File: config.mk
export PLATFORM = sky130hd
export DESIGN_NAME = control_unit
export DESIGN_NICKNAME = d
export VERILOG_FILES = /design/src/rtl/control_unit.sv
export SDC_FILE = /design/constraint.sdc
export NUM_CORES = 1
export LEC_CHECK = 0
export BUFFER_PORTS_ARGS = -buffer_cell sky130_fd_sc_hd__buf_4
export CAP_MARGIN = 10
export CORE_UTILIZATION = 25
export CTS_CLUSTER_SIZE = 24
export DETAILED_ROUTE_END_ITERATION = 8
export SKIP_LAST_GASP = 1
export SLEW_MARGIN = 20
export SYNTH_ARGS = -nofsm -noshare
export SYNTH_HDL_FRONTEND = slang
export SYNTH_SLANG_ARGS = --single-unit
export TNS_END_PERCENT = 10
File: constraint.sdc
create_clock -name clk -period 1.38 [get_ports clk]
set_clock_uncertainty 0.1 [all_clocks]
set_input_delay 0.276 -clock clk [delete_from_list [all_inputs] [get_ports clk]]
set_output_delay 0.276 -clock clk [all_outputs]
set_load 0.02 [all_outputs]
File: src/rtl/control_unit.sv
// control_unit: instruction-decode control unit for the game-platform processor.
// Decodes the 6-bit opcode into datapath control strobes and passes the ALU
// operation code through. Decode is purely combinational; the clock drives only
// the sticky illegal-opcode debug flag.
module control_unit #(
    parameter int OPW = 6
) (
    input  logic           clk,
    input  logic           rst_n,
    input  logic [OPW-1:0] opcode,
    output logic           StackPush,
    output logic           StackPop,
    output logic           BranchMode,
    output logic           BranchSrc,
    output logic           Branch,
    output logic           MemRead,
    output logic           MemToReg,
    output logic [OPW-1:0] ALUOp,
    output logic           MemWrite,
    output logic           ALUSrc,
    output logic           RegWrite,
    output logic           illegal_opcode
);

    // Individual control strobes packed in a vector, MSB first:
    // StackPush, StackPop, BranchMode, BranchSrc, Branch,
    // MemRead, MemToReg, MemWrite, ALUSrc, RegWrite
    localparam logic [9:0] F_PUSH  = 10'b10000_00000;
    localparam logic [9:0] F_POP   = 10'b01000_00000;
    localparam logic [9:0] F_BMODE = 10'b00100_00000;
    localparam logic [9:0] F_BSRC  = 10'b00010_00000;
    localparam logic [9:0] F_BR    = 10'b00001_00000;
    localparam logic [9:0] F_MR    = 10'b00000_10000;
    localparam logic [9:0] F_M2R   = 10'b00000_01000;
    localparam logic [9:0] F_MW    = 10'b00000_00100;
    localparam logic [9:0] F_ASRC  = 10'b00000_00010;
    localparam logic [9:0] F_RW    = 10'b00000_00001;

    localparam logic [OPW-1:0] OP_LW_1 = 6'b000000;
    localparam logic [OPW-1:0] OP_LW_2 = 6'b000001;
    localparam logic [OPW-1:0] OP_LW_3 = 6'b000010;
    localparam logic [OPW-1:0] OP_SW_1 = 6'b000011;
    localparam logic [OPW-1:0] OP_SW_2 = 6'b000100;
    localparam logic [OPW-1:0] OP_MOV  = 6'b000101;
    localparam logic [OPW-1:0] OP_ADD  = 6'b000110;
    localparam logic [OPW-1:0] OP_SUB  = 6'b000111;
    localparam logic [OPW-1:0] OP_MUL  = 6'b001000;
    localparam logic [OPW-1:0] OP_DIV  = 6'b001001;
    localparam logic [OPW-1:0] OP_AND  = 6'b001010;
    localparam logic [OPW-1:0] OP_OR   = 6'b001011;
    localparam logic [OPW-1:0] OP_SHL  = 6'b001100;
    localparam logic [OPW-1:0] OP_SHR  = 6'b001101;
    localparam logic [OPW-1:0] OP_CMP  = 6'b001110;
    localparam logic [OPW-1:0] OP_NOT  = 6'b001111;
    localparam logic [OPW-1:0] OP_JR   = 6'b010000;
    localparam logic [OPW-1:0] OP_JPC  = 6'b010001;
    localparam logic [OPW-1:0] OP_BRFL = 6'b010010;
    localparam logic [OPW-1:0] OP_CALL = 6'b010011;
    localparam logic [OPW-1:0] OP_RET  = 6'b010100;
    localparam logic [OPW-1:0] OP_NOP  = 6'b010101;

    logic [9:0]     flags;
    logic [OPW-1:0] alu_op;
    logic           illegal_d;
    logic           illegal_q;

    // Opcode decode; reset, undefined and X/Z opcodes all fall to NOP values
    always_comb begin
        flags  = '0;
        alu_op = OP_NOP;
        if (rst_n) begin
            alu_op = opcode;
            case (opcode)
                OP_LW_1: flags = F_MR | F_M2R | F_ASRC | F_RW;
                OP_LW_2: flags = F_MR | F_M2R | F_RW;
                OP_LW_3: flags = F_ASRC | F_RW;
                OP_SW_1: flags = F_MW | F_ASRC;
                OP_SW_2: flags = F_MW;
                OP_MOV, OP_ADD, OP_SUB, OP_MUL, OP_DIV,
                OP_AND, OP_OR, OP_SHL, OP_SHR, OP_NOT:
                         flags = F_RW;
                OP_CMP:  flags = F_BSRC;
                OP_JR:   flags = F_BMODE | F_BR;
                OP_JPC:  flags = F_BR | F_ASRC;
                OP_BRFL: flags = F_BMODE | F_BR | F_ASRC;
                OP_CALL: flags = F_PUSH | F_BMODE | F_BR | F_RW;
                OP_RET:  flags = F_POP | F_BMODE | F_BSRC | F_BR;
                OP_NOP:  flags = '0;
                default: begin
                    flags  = '0;
                    alu_op = OP_NOP;
                end
            endcase
        end
    end

    // Sticky flag: once any opcode above NOP is clocked in, hold until reset
    always_comb begin
        illegal_d = illegal_q | (opcode > OP_NOP);
    end

    // Debug flag register, cleared asynchronously by reset
    always_ff @(posedge clk or negedge rst_n) begin
        if (!rst_n) begin
            illegal_q <= 1'b0;
        end else begin
            illegal_q <= illegal_d;
        end
    end

    assign {StackPush, StackPop, BranchMode, BranchSrc, Branch,
            MemRead, MemToReg, MemWrite, ALUSrc, RegWrite} = flags;
    assign ALUOp          = alu_op;
    assign illegal_opcode = illegal_q;

endmodule

# Word-level counts from Yosys, hierarchy flattened

Cells that the tools add are included.

Multiplexer cells: 4
Add/sub/neg operators: 0
Eq/ne operators: 21
Reductions and logical operators: 3
Div/mod/pow operators: 0
Multipliers: 0
Magnitude comparators: 1
Shifts and indexed selects: 0
Bitwise gates (word level): 1

Operators with widths:

| operator                                                              | number |
|---|---|
| 10-bit one-hot mux with 12 select lines                               | 1 |
| 6-bit by 4-bit == test with 1-bit output (second input constant)      | 8 |
| 6-bit by 5-bit == test with 1-bit output (second input constant)      | 6 |
| 6-bit by 3-bit == test with 1-bit output (second input constant)      | 4 |
| 22-bit OR reduction                                                   | 1 |
| 6-bit by 2-bit == test with 1-bit output (second input constant)      | 2 |
| 6-bit two-way mux                                                     | 2 |
| 10-bit two-way mux                                                    | 1 |
| 10-bit OR reduction                                                   | 1 |
| 6-bit by 1-bit == test with 1-bit output (second input constant)      | 1 |
| 6-bit by 5-bit > comparator with 1-bit output (second input constant) | 1 |
| 6-bit logical NOT                                                     | 1 |
| 1-bit OR                                                              | 1 |

Memories: 0
RAM bits: 0
Word-level logic and storage cells: 31
Flip-flop bits (word level): 1
Latch bits: 0
Bits in read-only memories: 0

# Depth between registers and ports, before layout

Word-level depth: 4
Depth in mapped cells: 4
Depth with buffers taken out: 3

# Least setup slack after synthesis

No wires, ideal clock.

Path type: input -> output
Start: in opcode[4]
End: out MemToReg
Path buffers: 2
Stages: 4
Arrival: 1.738 ns
Setup slack: -0.734 ns
Path through: buf_2 > nand2b_1 > nor4_1 > buf_4

Word-level cells in the longest chain between the ends: 4

RTL lines:

| what                                                                                                 | line | text |
|---|---|---|
| start: declaration                                                                                   | 10   | `input logic [OPW-1:0] opcode,` |
| 6-bit by 3-bit == test with 1-bit output or 6-bit by 4-bit == test with 1-bit output (tied branches) | 73   | `case (opcode)` |
| 10-bit OR reduction                                                                                  | 73   |  |
| 10-bit one-hot mux with 12 select lines (*)                                                          | 73   |  |
| 10-bit two-way mux (*)                                                                               | 71   | `if (rst_n) begin` |
| end: declaration                                                                                     | 17   | `output logic MemToReg,` |

Mark *: on every way between the ends. The rest lies on a longest branch, timed or not.

# Worst setup path after layout

Start: in opcode[5]
End: out MemWrite

Word-level cells in the longest chain between the ends: 4

RTL lines:

| what                                                                                                 | line | text |
|---|---|---|
| 6-bit by 3-bit == test with 1-bit output or 6-bit by 4-bit == test with 1-bit output (tied branches) | 73   |  |
| 10-bit OR reduction                                                                                  | 73   |  |
| 10-bit one-hot mux with 12 select lines (*)                                                          | 73   |  |
| 10-bit two-way mux (*)                                                                               | 71   |  |
| end: declaration                                                                                     | 19   | `output logic MemWrite,` |

Marks and branches as above.

==> flow_summary.ini <==
[global_routing]
grt_pass1_wl_um = 1400
antenna_found_initial = 0
overflow = 0
grt_max_degree = 12
grt_pass1_vias = 338
grt_usage_pct = 12.3

[power]
p_total_uw = 209
p_sw_uw = 84.8
p_int_uw = 125
swShare_pct = 40.5
ir_worst_vdd_uv = 174
power_density_nw_per_um2 = 282
p_leak_uw = 0.000335
seqPwrFrac_pct = 14.3
comb_power_share_pct = 85.7
clkPwrFrac_pct = 0

[critical_path]
r2r-end = illegal_opcode
path_buf_inv = 3
timing.critical_path.mode_cell = buf_6
ff2ff_path_depth = 1
cp-end-kind = primary output
path_cells = buf_6 > and2b_2 > nand2b_4 > buf_6 > nor3_4 > buf_6
cpMaxStageDelayCell = and2b_2
startpoint = opcode[5]
critPathMaxFanout = 4
startpoint_type = input pin
reg2reg_setup_slack_ns = 0.45
crit_family = simple AND/OR/NAND/NOR gates
required_ns = 1.00
timing.rr.start = illegal_opcode
worstSetupPathType = in2out
crit_arrival_ns = 1.10
critPathMaxStageDelay_ns = 0.28

[yosys]
yosys.area.top_type = buf_4
synth-seq-area-share_pct = 7.19
synth_area_leaders = buf_4 (8.6%), nor4b_2 (8.6%), dfrtp_1 (7.2%)
synth_compound_area_share_pct = 19.8
synthesis.nets = 56
syn_avg_cell_area_sq_um = 7.25
ys_types = 29
ys_seq_elements = 1
synth_mux_area_share_pct = 2.88
yosys_warnings = 0
synth-simple-area-share_pct = 50.7
synthesis.area_sq_um = 348
postSynthCellCount = 48
synth_top_family_by_area = simple AND/OR/NAND/NOR gates
synth_xor_area_share_pct = 2.52
yosys.area.top_type_share_pct = 8.63
synth-adder-area-share_pct = 0

[routing]
ant_nets = 0
firstDrtPassIters = 1
num_vias = 444
routed_wl_um = 987
initialDrtViolationCount = 0
wire_per_inst_um = 10.5
drcViolationCount = 0
via_per_inst = 4.72

[placed_design]
placed_cell_area_sq_um = 616
dp_hpwl_um = 717
place_congestion = 0.740
io_buffers = 23

[layout]
final_nets = 89
drive_gt1_share_pct = 65.8
final_cell_mix = buf_4 (25), buf_6 (11), a21oi_1 (3)
final_common_cell = buf_4
syn2layout_area_growth_pct = 114
fin_area_sq_um = 743
largest_reg_flops = 1
diodes = 0

[timing]
setup_viol = 14
fmax_mhz = 678
period_share_pct = 107
hold_viol = 0
min_period_ns = 1.48
layout_setup_ws_ns = -0.0958
drv_slew = 0
rsz0062_at_grt = yes

[floorplan]
die_width_um = 39.3
pin_count = 25
initial_core_util_pct = 26.7
die_area_sq_um = 1540
die_h_um = 39.3
core_sq_um = 1300
rows = 13

[run_status]
violations = setup timing
outcome = finished with violations

[job]
max-cap-violations = 0

[cts]
clk_pin_slew_ns = 0
clock_latency_ns = 0
cts_hold_buf = 0

[worst_hold_path]
hold_class = in2async
-- how the worst max path moves through the flow --
stage                     endpoint  depth (start not counted)
after CTS                   Branch                          6
after global placement     MemRead                          5
after global routing      ALUOp[0]                          5
after floorplan           MemToReg                          4
final                     MemWrite                          6
after detailed placement   MemRead                          5
-- logic make-up (layout without fill, tap and decap cells) --
group,after synthesis,after routing
AO/OA/AOI/OAI,11,11
other,1,1
buffers and inverters,8,39
flip-flops,1,1
AND/OR/NAND/NOR,25,25
multiplexers,1,1
XOR/XNOR,1,1
-- timing repair --
action | 4_1_cts | 5_1_grt
pin swaps | 5 | 5
setup endpoints to repair | 14 | 14
buffers inserted | 0 | 1
resized for setup | 9 | 18
-- area by class of cell --
cell class	count	area (sq um)
multi-input cells	39	349
inverters	1	3.75
well taps	15	18.8
flip-flops and latches	1	25.0
repair buffers	38	347
fillers	123	558
-- power groups by stage --
stage	sequential (uW)	clock (uW)	combinational, uW
3_3_place_gp	29.9	0	146
2_1_floorplan	29.9	0	87.5
4_1_cts	29.9	0	155
3_5_place_dp	29.9	0	147
6_report	29.9	0	179
5_1_grt	29.9	0	193
-- stage by stage --
step	utilization [%]	std cells	hold slack [ns]	setup TNS, ns	worst slack, ns
after detailed placement	47.3	93	0.0575	-1.67	-0.187
final	57.1	94	0.0555	-0.876	-0.0958
after floorplan	-	48	-0.120	-0.989	-0.293
after global placement	47.3	93	0.0537	-1.56	-0.185
after global routing	57.1	94	0.0710	-1.42	-0.133
after CTS	50.4	93	0.0575	-1.11	-0.114
-- Yosys cell counts, drive strengths merged --
cell	number
buf	7
a21oi	4
nand2b	4
nor2	4
nor3	3
o21ai	3
and2b	2
and3b	2
nor4b	2
o21a	2
or3	2
a211oi	1
and3	1
conb	1
dfrtp	1
inv	1
mux2i	1
nand2	1
nand3	1
nand3b	1
nor2b	1
nor4	1
o2111a	1
xnor2	1
-- per-layer routing --
metal	track usage, %	share of wire (%)
met1	19.3	48
met2	19.6	49
met3	0	3.1
met4	0	0
met5	0	0
(Power assumes the default switching activity.)
